File: config.mk
export PLATFORM = sky130hd
export DESIGN_NAME = down_count_seq
export DESIGN_NICKNAME = d
export VERILOG_FILES = /design/src/rtl/down_count_pkg.sv /design/src/rtl/down_count_core.sv /design/src/rtl/down_count_seq.sv
export SDC_FILE = /design/constraint.sdc
export NUM_CORES = 1
export LEC_CHECK = 0
export CORE_ASPECT_RATIO = 0.7
export CORE_MARGIN = 10
export CORE_UTILIZATION = 28
export DETAILED_ROUTE_END_ITERATION = 16
export PLACE_DENSITY = 0.57
export SYNTH_ARGS = -nofsm -noshare
export SYNTH_HDL_FRONTEND = slang
export SYNTH_HIERARCHICAL = 1
export SYNTH_SLANG_ARGS = --single-unit
File: constraint.sdc
create_clock -name clk -period 2 [get_ports clk]
set_clock_uncertainty 0.15 [all_clocks]
set_input_delay 0.6 -clock clk [delete_from_list [all_inputs] [get_ports clk]]
set_output_delay 0.6 -clock clk [all_outputs]
set_load 0.02 [all_outputs]
File: src/rtl/down_count_pkg.sv
// -----------------------------------------------------------------------------
// down_count_pkg
// Shared definitions for the down_count_seq block.
//   state_e       : FSM state encoding (IDLE=0, RUN=1, DONE=2)
//   DEFAULT_WIDTH : default bit width of the load value and the count
// -----------------------------------------------------------------------------
package down_count_pkg;

  localparam int unsigned DEFAULT_WIDTH = 8;

  typedef enum logic [1:0] {
    IDLE = 2'd0,
    RUN  = 2'd1,
    DONE = 2'd2
  } state_e;

endpackage : down_count_pkg

File: src/rtl/down_count_core.sv
// -----------------------------------------------------------------------------
// down_count_core
// WIDTH-bit count register with synchronous load, decrement enable and a
// combinational zero flag. Sequencing is left to the instantiating FSM.
//
// Ports:
//   clk        : clock, rising edge
//   rst        : synchronous active-high reset, clears the count
//   i_load     : load i_load_val (priority over i_dec)
//   i_load_val : value to load
//   i_dec      : decrement by one; saturates at zero
//   o_count    : current registered count
//   o_zero     : (o_count == 0), same cycle
// -----------------------------------------------------------------------------
module down_count_core
  import down_count_pkg::*;
#(
  parameter int unsigned WIDTH = DEFAULT_WIDTH
) (
  input  logic             clk,
  input  logic             rst,
  input  logic             i_load,
  input  logic [WIDTH-1:0] i_load_val,
  input  logic             i_dec,
  output logic [WIDTH-1:0] o_count,
  output logic             o_zero
);

  logic [WIDTH-1:0] r_count;
  logic             w_zero;

  assign w_zero = (r_count == '0);

  always_ff @(posedge clk) begin
    if (rst) begin
      r_count <= '0;
    end else if (i_load) begin
      r_count <= i_load_val;
    end else if (i_dec && !w_zero) begin
      // Guarded so the register can never wrap below zero.
      r_count <= r_count - WIDTH'(1);
    end
  end

  assign o_count = r_count;
  assign o_zero  = w_zero;

endmodule : down_count_core

File: src/rtl/down_count_seq.sv
// -----------------------------------------------------------------------------
// down_count_seq
// Loadable down counter sequenced by an IDLE/RUN/DONE FSM. A start in IDLE
// loads load_val; the count decrements in RUN while cnt_en is high and DONE
// is entered as the count reaches zero. abort returns to IDLE holding the
// count; rst clears everything and wins over every other input.
//
// Configuration macro:
//   DOWN_COUNT_SEQ_AUTORELOAD_EN : when defined, DONE reloads the count from
//   the value captured at start and returns to RUN, giving a periodic done.
//   A captured value of zero keeps the FSM in DONE (done every cycle).
//   When undefined, DONE always returns to IDLE.
//
// Ports:
//   clk      : clock, rising edge
//   rst      : synchronous active-high reset
//   start    : load load_val and begin counting (accepted only when ready)
//   load_val : initial count
//   cnt_en   : decrement enable in RUN; low pauses the count
//   abort    : return to IDLE, count held
//   ready    : state is IDLE
//   busy     : state is RUN
//   done     : state is DONE
//   zero     : count == 0, no lag
//   count    : current registered count
// -----------------------------------------------------------------------------
module down_count_seq
  import down_count_pkg::*;
#(
  parameter int unsigned WIDTH = DEFAULT_WIDTH
) (
  input  logic             clk,
  input  logic             rst,
  input  logic             start,
  input  logic [WIDTH-1:0] load_val,
  input  logic             cnt_en,
  input  logic             abort,
  output logic             ready,
  output logic             busy,
  output logic             done,
  output logic             zero,
  output logic [WIDTH-1:0] count
);

  state_e           r_state;
  logic             w_accept;
  logic             w_load;
  logic [WIDTH-1:0] w_load_val;
  logic             w_dec;
  logic             w_last;
  logic [WIDTH-1:0] w_count;
  logic             w_zero;

`ifdef DOWN_COUNT_SEQ_AUTORELOAD_EN
  logic [WIDTH-1:0] r_reload;
  logic             w_reload;
`endif

  // ---------------------------------------------------------------------------
  // Datapath controls, derived from the state register and the inputs.
  // ---------------------------------------------------------------------------
  assign w_accept = (r_state == IDLE) && start && !abort;
  assign w_dec    = (r_state == RUN) && cnt_en && !abort;
  assign w_last   = (w_count == WIDTH'(1));

`ifdef DOWN_COUNT_SEQ_AUTORELOAD_EN
  // A zero reload value leaves the FSM parked in DONE with the count at 0.
  assign w_reload   = (r_state == DONE) && !abort && (r_reload != '0);
  assign w_load     = w_accept || w_reload;
  assign w_load_val = w_accept ? load_val : r_reload;
`else
  assign w_load     = w_accept;
  assign w_load_val = load_val;
`endif

  down_count_core #(
    .WIDTH (WIDTH)
  ) u_core (
    .clk        (clk),
    .rst        (rst),
    .i_load     (w_load),
    .i_load_val (w_load_val),
    .i_dec      (w_dec),
    .o_count    (w_count),
    .o_zero     (w_zero)
  );

  // ---------------------------------------------------------------------------
  // FSM
  // ---------------------------------------------------------------------------
  always_ff @(posedge clk) begin
    if (rst) begin
      r_state  <= IDLE;
`ifdef DOWN_COUNT_SEQ_AUTORELOAD_EN
      r_reload <= '0;
`endif
    end else if (abort) begin
      r_state <= IDLE;
    end else begin
      case (r_state)
        IDLE: begin
          if (start) begin
            r_state  <= (load_val == '0) ? DONE : RUN;
`ifdef DOWN_COUNT_SEQ_AUTORELOAD_EN
            r_reload <= load_val;
`endif
          end
        end
        RUN: begin
          if (cnt_en && w_last) begin
            r_state <= DONE;
          end
        end
        DONE: begin
`ifdef DOWN_COUNT_SEQ_AUTORELOAD_EN
          if (r_reload != '0) begin
            r_state <= RUN;
          end
`else
          r_state <= IDLE;
`endif
        end
        default: r_state <= IDLE;
      endcase
    end
  end

  // Status flags decode the state register alone, so they are glitch-free
  // and mutually exclusive by construction.
  assign ready = (r_state == IDLE);
  assign busy  = (r_state == RUN);
  assign done  = (r_state == DONE);
  assign zero  = w_zero;
  assign count = w_count;

  // ---------------------------------------------------------------------------
  // Assertions
  // ---------------------------------------------------------------------------
  a_onehot_status : assert property (@(posedge clk) disable iff (rst)
    $onehot({ready, busy, done}));

  // Outside RUN the count only changes through a load.
  a_hold_outside_run : assert property (@(posedge clk) disable iff (rst)
    ((r_state != RUN) && !w_load) |=> (count == $past(count)));

endmodule : down_count_seq

==> results.md, run 1 <==
* DIE HEIGHT at 61.02 um
* CTS Hold Buffers Added at 0
* Ys async rst share at 0%
* Met3 Routed Length at 197 um
* Critical path class: reg2out
* Critical path arrival at 1.47 ns
* Slowest CP cell: or4_4
* Pre-CTS setup slack at -0.4950 ns
* Synthesized area per cell at 8.630 um2
* Final Worst Setup Slack at -0.2153 ns
* Routed WL at 2445 um
* Clock transition at the registers of the reported paths at 0.06 ns
* CTS root buf: clkbuf_4
* Fmax at 451.4 MHz
* Top layer in use: met4
* DRC violations left at 0
* #FFs+latches synth at 10
* TritonCTS clock tree: yes
* Final setup viols at 8
* Number of diodes at 0
* Reg2reg end: u_core/o_count[0]
* Final Slew Violations at 0
* Top_reg_cell synth: dfxtp_1
* Mapped Cells at 78
* # rows at 14
* Sum Neg Setup Slack at -1.018 ns
* Worst r2r path cells at 7
* Width of the die at 78.61 um
* First-pass GRT wire length at 3732 um
* Actual slew at the worst max-slew pin at 0.3801 ns
* Via/cell ratio at 4.848
* Max VDD drop at 0.0003169 V
* Post-synth top area share at 29.74%
* Hold path cells at 1
* Crit end category: output pin
* # IOs at 25
* Min-delay worst type: reg2reg
* Syn. warnings at 6
* Iteration-0 DRC Markers at 20
* Initial Utilization at 30.26%
* Yosys top cell by area: dfxtp_1
* Vias in the first global route at 782
* Pin count of the biggest net entering global routing at 11
* R2R Setup Slk at -0.18 ns
* Sequential fraction of the synthesis area at 29.74%
* RSZ-0062 raised after global routing: true
* Clock net sink count at 10
* Power Dens Cells at 512.3 mW/mm2
* Relative slew slack at 74.43%
* Clk_lat worst skew at 0.27 ns
* Netlist cell types at 35
* Syn_nets at 93
* Total global-route track usage at 9.923%
* Max Cap Viol at 0
* Pre-Repair DR Iteration Count at 4
* Fin crit period at 2.215 ns
* Setup crit start kind: flop
* Antenna violations before repair at 0
* Crit-path max FO at 2
* Die area at 0.004796 mm2
* H-tree Lvls at 1
* Nets at 149
* Post-DP HPWL at 1900 um
* Worst path required time at 1.25 ns
* Area delta synth->final at 82.16%
* Total core area at 0.002225 mm2
* Crit-path cells: or4_4 > nor4_4 > buf_4
* Final antenna-violating net count at 0
* Metal2 WL at 1072 um
* Share of layout cells above drive strength 1 at 43.18%
* WL per Instance at 14.91 um
* Fill cells at 240
* Hold worst-path end: r_state[1]
* Leakage at 0.5312 nW
* Failing checks: negative setup slack
* Num CTS Buffers at 3
* Bufs on Longest Clock Path at 2
* Worst r2r src: u_core/o_count[5]
* Grt ovf at 0
* Placer Congestion at 0.8264
* Final Power at 0.0006282 W
* Final Hold Viols at 0
* Port Buf Inserts at 24
* Post-synth EDFFs at 0
* Post-Syn Area at 673.1 um2
* Fin crit share at 110.8%
* Vias at 795
* Metal-1 WL at 1153 um
* Max stage delay on crit path at 0.56 ns
* Area contributors post-synth: dfxtp_1 30%, nor2_1 5.0%, a21oi_1 4.5%
* Status: finished with violations
* Hold path startpoint: r_state[1]
[stage by stage]
stage / cells / hold slack (ns) / area (um2) / util [%]
after CTS: 163 / 0.3601 / 1210 / 54.39
after detailed placement: 155 / 0.4387 / 1152 / 51.80
after floorplan: 78 / 0.3706 / 708.2 / -
after global routing: 164 / 0.3849 / 1226 / 55.12
after global placement: 155 / 0.4267 / 1152 / 51.80
final: 164 / 0.3587 / 1226 / 55.12
[registers in the layout (all words and copies together), names as in the netlist]
register        count
u_core/o_count      8
r_state             2
[cell type report]
class                           count  area, um2  share of cell area, %
Timing Repair Buffer               53      442.9                  36.12
Multi-Input combinational cell     61      495.5                  40.41
Sequential cell                    10      205.2                  16.73
Inverter                            5      20.02                  1.633
Tap cell                           32      40.04                  3.265
Clock buffer                        3      22.52                  1.837
[routing by layer]
metal,GRT usage [%],vias up
met5,0,-
met4,3.053,0
met3,4.942,4
met2,15.89,20
met1,11.58,362
li1,-,409
[worst max path at each step]
stage	start	endpoint	slack, ns	cells after the start
6_report	u_core/o_count[5]	zero	-0.22	3
5_1_grt	u_core/o_count[5]	zero	-0.28	3
4_1_cts	u_core/o_count[5]	zero	-0.22	3
3_5_place_dp	start	u_core/o_count[5]	-0.50	5
3_3_place_gp	cnt_en	u_core/o_count[5]	-0.48	5
2_1_floorplan	u_core/o_count[2]	zero	-0.05	2
[layout by cell type, fill, tap and decap left out, types with 2 or more instances in the layout]
master           synthesis  routed
nor3b_1                  3       3
dlygate4sd2_1            0      13
dfxtp_1                 10       6
inv_1                    4       3
nand2_1                  2       2
or4_1                    3       2
ha_1                     2       2
o21a_1                   2       2
nor2_1                   9       8
or4_4                    1       3
clkdlybuf4s50_1          0       9
or3_2                    2       2
dfxtp_2                  0       4
o21ai_0                  3       3
xnor2_1                  3       3
buf_4                    0      29
a21oi_1                  6       6
nor4_1                   3       2
clkbuf_4                 0       3
or3b_4                   0       2
[cells in the mapped netlist, drive strengths merged, types with 2 or more instances]
master  number
nor2         9
a21oi        6
nor3b        3
nand2        2
inv          4
o21a         2
a211oi       2
dfxtp       10
ha           2
xnor2        3
or3b         2
or3          2
nor4         3
o21ai        3
or4          6
a311oi       2
nor2b        2
[power breakdown]
group	internal [W]	switching, W
sequential	0.000213	0.00000922
combinational	0.000138	0.000125
clock	0.0000698	0.0000738
total	0.000420	0.000208
[repair_timing]
| item | in CTS | in global routing |
|---|---|---|
| buffers inserted | 5 | 1 |
| setup endpoints to repair | 20 | 9 |
| pin swaps | 5 | 3 |
| hold endpoints to repair | 0 | 0 |
| resized for setup | 26 | 4 |
[worst max-delay path: cells and delay by family, from the launching register on]
| family | cells | cell delay [ns] |
|---|---|---|
| buffers and inverters | 1 | 0.18 |
| and+or+nand+nor | 2 | 0.70 |
| DFF | 1 | 0.32 |
[logic make-up after synthesis]
group,synth area share (%)
and+or+nand+nor,34.20
xor gates and xnor gates,3.904
muxes,1.487
adders and majority gates,3.717
AOI/OAI and AO/OA,23.05
DFF,29.74
buffers and inverters,3.901
No activity file was read; power rests on OpenSTA's default activity.
==> run 2, diff against run 1 <==
--- a/config.mk
+++ b/config.mk
@@ -9,7 +9,7 @@
 export CORE_MARGIN = 10
 export CORE_UTILIZATION = 28
 export DETAILED_ROUTE_END_ITERATION = 16
-export PLACE_DENSITY = 0.57
+export PLACE_DENSITY_LB_ADDON = 0.12
 export SYNTH_ARGS = -nofsm -noshare
 export SYNTH_HDL_FRONTEND = slang
 export SYNTH_HIERARCHICAL = 1
==> results.md, run 2 (same netlist as run 1, synthesis figures left out) <==
* Clock net sink count at 10
* Pre-CTS setup slack at -0.5103 ns
* Fin crit share at 113.0%
* Final Hold Viols at 0
* Worst Setup SP: u_core/o_count[2]
* Crit-path cells: or4_4 > nor4_4 > buf_4
* Actual slew at the worst max-slew pin at 0.3483 ns
* Grt ovf at 0
* CTS root buf: clkbuf_4
* Area delta synth->final at 83.46%
* Share of layout cells above drive strength 1 at 42.75%
* Critical path arrival at 1.51 ns
* Initial Utilization at 30.26%
* Sum Neg Setup Slack at -0.4231 ns
* RSZ-0062 raised after global routing: true
* Final setup viols at 7
* Placer Congestion at 0.8234
* Fill cells at 229
* Bufs on Longest Clock Path at 2
* Worst path required time at 1.25 ns
* Setup crit start kind: flop
* TritonCTS clock tree: yes
* Width of the die at 78.61 um
* Pin count of the biggest net entering global routing at 11
* Post-DP HPWL at 1964 um
* Fin crit period at 2.259 ns
* Nets at 147
* Leakage at 0.5235 nW
* WL per Instance at 15.15 um
* Max FFs per register at 8
* Clk_lat worst skew at 0.27 ns
* Total global-route track usage at 10.89%
* First-pass GRT wire length at 4133 um
* Total core area at 0.002225 mm2
* Clock transition at the registers of the reported paths at 0.07 ns
* Via/cell ratio at 5.067
* Status: finished with violations
* Min-delay worst type: reg2reg
* Relative slew slack at 76.56%
* Slowest CP cell: or4_4
* Die area at 0.004796 mm2
* DIE HEIGHT at 61.02 um
* Critical path class: reg2out
* DRC violations left at 0
* Num CTS Buffers at 3
* R2R Setup Slk at -0.05 ns
* Vias in the first global route at 837
* Fmax at 442.6 MHz
* Most frequent cells in the layout: 26 x buf_4, 12 x dlygate4sd2_1, 9 x clkdlybuf4s50_1
* Power Dens Cells at 548.4 mW/mm2
* Max stage delay on crit path at 0.57 ns
* Iteration-0 DRC Markers at 29
* Max VDD drop at 0.0002857 V
* Leading cell type in the layout, fill and taps excluded: buf_4
* H-tree Lvls at 1
* # rows at 14
* Worst r2r src: u_core/o_count[2]
* Vias at 826
* CTS Hold Buffers Added at 0
* # IOs at 25
* Failing checks: negative setup slack
* Max Cap Viol at 0
* Hold path startpoint: r_state[1]
* Routed WL at 2470 um
* Number of diodes at 0
* Antenna violations before repair at 0
* Crit end category: output pin
* Final Slew Violations at 0
* Pre-Repair DR Iteration Count at 4
* Crit-path max FO at 2
* Final Power at 0.0006773 W
* Final Worst Setup Slack at -0.2592 ns
* Final antenna-violating net count at 0
* Port Buf Inserts at 24
[run 2: worst max-delay path, delay by kind of cell, from the launching register on]
kind	cells	cell delay, ns
buffers and inverters	1	0.18
flip-flops	1	0.32
AND/OR/NAND/NOR	2	0.74
[run 2: where the power goes]
group          internal [W]  switching (W)  leakage [nW]
Sequential         0.000213      0.0000101        0.0837
Clock              0.000111      0.0000768        0.0210
Combinational      0.000137       0.000129         0.419
Total              0.000461       0.000216         0.523
[run 2: what timing repair did]
action                     in CTS  in global routing
gates resized for setup        25                  9
setup endpoints to repair      20                 13
hold endpoints to repair        0                  0
gates cloned                    1                  0
pin swaps                       7                  1
buffers inserted                3                  0
[run 2: worst paths after layout]
path	to	cells past startpoint
worst min register to register	r_state[1]	1
worst max register to register	u_core/o_count[3]	6
worst min-delay path	r_state[1]	1
worst max-delay path	zero	3
[run 2: cell type report]
type                    count  area, um2  area share [%]
inverters                   5      20.02           1.621
well taps                  32      40.04           3.242
multi-input cells          61      506.7           41.03
flip-flops and latches     10      205.2           16.62
clock buffers               4      36.28           2.938
repair inverters            1      5.005          0.4053
repair buffers             50      421.7           34.14
[run 2: through the flow]
step	instance area (um2)	cells	util, %	hold slack (ns)
after CTS	1216	163	54.67	0.4299
after global placement	1152	155	51.80	0.4177
after global routing	1235	163	55.51	0.3698
after detailed placement	1152	155	51.80	0.4150
final	1235	163	55.51	0.3431
after floorplan	708.2	78	-	0.3706
[run 2: per-layer routing]
layer,up-vias,part of all wire (%),track usage (%),wire length [um]
met3,2,9.4,4.651,233
li1,402,-,-,-
met1,395,44,13.09,1077
met4,0,0.36,2.799,9
met5,-,0,0,0
met2,27,47,17.76,1149
==> run 3, diff against run 2 <==
--- a/config.mk
+++ b/config.mk
@@ -5,10 +5,12 @@
 export SDC_FILE = /design/constraint.sdc
 export NUM_CORES = 1
 export LEC_CHECK = 0
+export CAP_MARGIN = 20
 export CORE_ASPECT_RATIO = 0.7
 export CORE_MARGIN = 10
-export CORE_UTILIZATION = 28
+export CORE_UTILIZATION = 35
 export DETAILED_ROUTE_END_ITERATION = 16
+export GPL_TIMING_DRIVEN = 1
 export PLACE_DENSITY_LB_ADDON = 0.12
 export SYNTH_ARGS = -nofsm -noshare
 export SYNTH_HDL_FRONTEND = slang
==> results.md, run 3 (same netlist as run 1, synthesis figures left out) <==
* DIE HEIGHT at 56.69 um
* Most frequent cells in the layout: 30 x buf_4, 12 x dlygate4sd2_1, 9 x clkdlybuf4s50_1
* Setup crit start kind: flop
* Bufs on Longest Clock Path at 2
* Max FFs per register at 8
* Worst hold slack at 0.3490 ns
* Routed WL at 2347 um
* Crit-path max FO at 2
* # rows at 13
* Number of diodes at 0
* Status: finished with violations
* Critical path arrival at 1.47 ns
* Share of layout cells above drive strength 1 at 43.28%
* H-tree Lvls at 1
* Total global-route track usage at 11.91%
* Port Buf Inserts at 24
* Cells after DPL at 147
* Relative slew slack at 76.02%
* Via/cell ratio at 5.212
* Fin crit share at 111.0%
* Die area at 0.004105 mm2
* Final Slew Violations at 0
* Clk_lat worst skew at 0.26 ns
* Crit end category: output pin
* Non-Filler Instances at 156
* Worst path required time at 1.25 ns
* Pin count of the biggest net entering global routing at 11
* Fin crit period at 2.220 ns
* Final Worst Setup Slack at -0.2203 ns
* DRC violations left at 0
* Post-DP HPWL at 1871 um
* Vias at 813
* Power Dens Cells at 509.6 mW/mm2
* Antenna violations before repair at 0
* CTS root buf: clkbuf_4
* Placer Congestion at 0.7794
* Initial Utilization at 36.62%
* Failing checks: negative setup slack
* Total core area at 0.001838 mm2
* Max VDD drop at 0.0004112 V
* RSZ-0062 raised after global routing: true
* Clock transition at the registers of the reported paths at 0.06 ns
* Fill cells at 174
* # IOs at 25
* Area delta synth->final at 82.34%
* Fmax at 450.4 MHz
* First-pass GRT wire length at 3946 um
* Leakage at 0.5401 nW
* Max Cap Viol at 0
* CTS Hold Buffers Added at 0
* Clock net sink count at 10
* Pre-Repair DR Iteration Count at 4
* WL per Instance at 15.04 um
* Actual slew at the worst max-slew pin at 0.3564 ns
* TritonCTS clock tree: yes
* Final antenna-violating net count at 0
* Critical path class: reg2out
* Min-delay worst type: reg2reg
* Leading cell type in the layout, fill and taps excluded: buf_4
* Final Hold Viols at 0
* Vias in the first global route at 836
* Grt ovf at 0
* Final setup viols at 7
* Core Util, Final at 66.78%
* Width of the die at 72.42 um
* Iteration-0 DRC Markers at 47
* Num CTS Buffers at 3
* Nets at 151
## run 3: path summary, 6_finish.rpt
kind / end / slack (ns) / startpoint / cells after the start
max reg2reg: u_core/o_count[5] / -0.08 / u_core/o_count[2] / 6
max: zero / -0.22 / u_core/o_count[2] / 3
min reg2reg: r_state[1] / 0.35 / r_state[1] / 1
min: r_state[1] / 0.35 / r_state[1] / 1
## run 3: timing repair
item	in CTS	in global routing
gates cloned	1	0
pin swaps	4	4
endpoints found under the setup margin	20	11
resized for setup	26	8
buffers inserted	4	1
## run 3: area by class of cell
| class | instances | area (um2) | area share [%] |
|---|---|---|---|
| Timing Repair Buffer | 54 | 446.7 | 36.39 |
| Clock buffer | 3 | 22.52 | 1.835 |
| Sequential cell | 10 | 207.7 | 16.92 |
| Tap cell | 22 | 27.53 | 2.243 |
| Timing Repair inverter | 1 | 5.005 | 0.4077 |
| Inverter | 5 | 20.02 | 1.631 |
| Multi-Input combinational cell | 61 | 498.0 | 40.57 |
## run 3: metrics by stage
stage / setup WS [ns] / setup TNS, ns / total power (W) / area (um2)
2_1_floorplan: -0.05490 / -0.05490 / 0.0003511 / 708.2
3_3_place_gp: -0.5098 / -3.898 / 0.0004852 / 1155
3_5_place_dp: -0.5061 / -4.024 / 0.0004891 / 1155
4_1_cts: -0.2309 / -0.5271 / 0.0006257 / 1216
5_1_grt: -0.2971 / -1.061 / 0.0006676 / 1227
6_report: -0.2203 / -0.4885 / 0.0006255 / 1227
## run 3: where the power goes
part | internal, W | total (W) | switching (W) | leakage [nW]
Clock | 0.0000696 | 0.000139 | 0.0000696 | 0.0138
Sequential | 0.000212 | 0.000221 | 0.00000936 | 0.0840
Combinational | 0.000138 | 0.000265 | 0.000127 | 0.442
## run 3: routing by layer
metal  vias up  part of all wire (%)  GRT usage [%]
met5         -                     0              0
met4         0                  0.34          2.432
met3         2                   7.4          5.614
li1        406                     -              -
met1       384                    46          13.96
met2        21                    47          19.18
## run 3: worst max-delay path: stages (launching register included)
cell	delay, ns
dfxtp_2	0.32
or4_4	0.56
nor4_4	0.15
buf_4	0.18
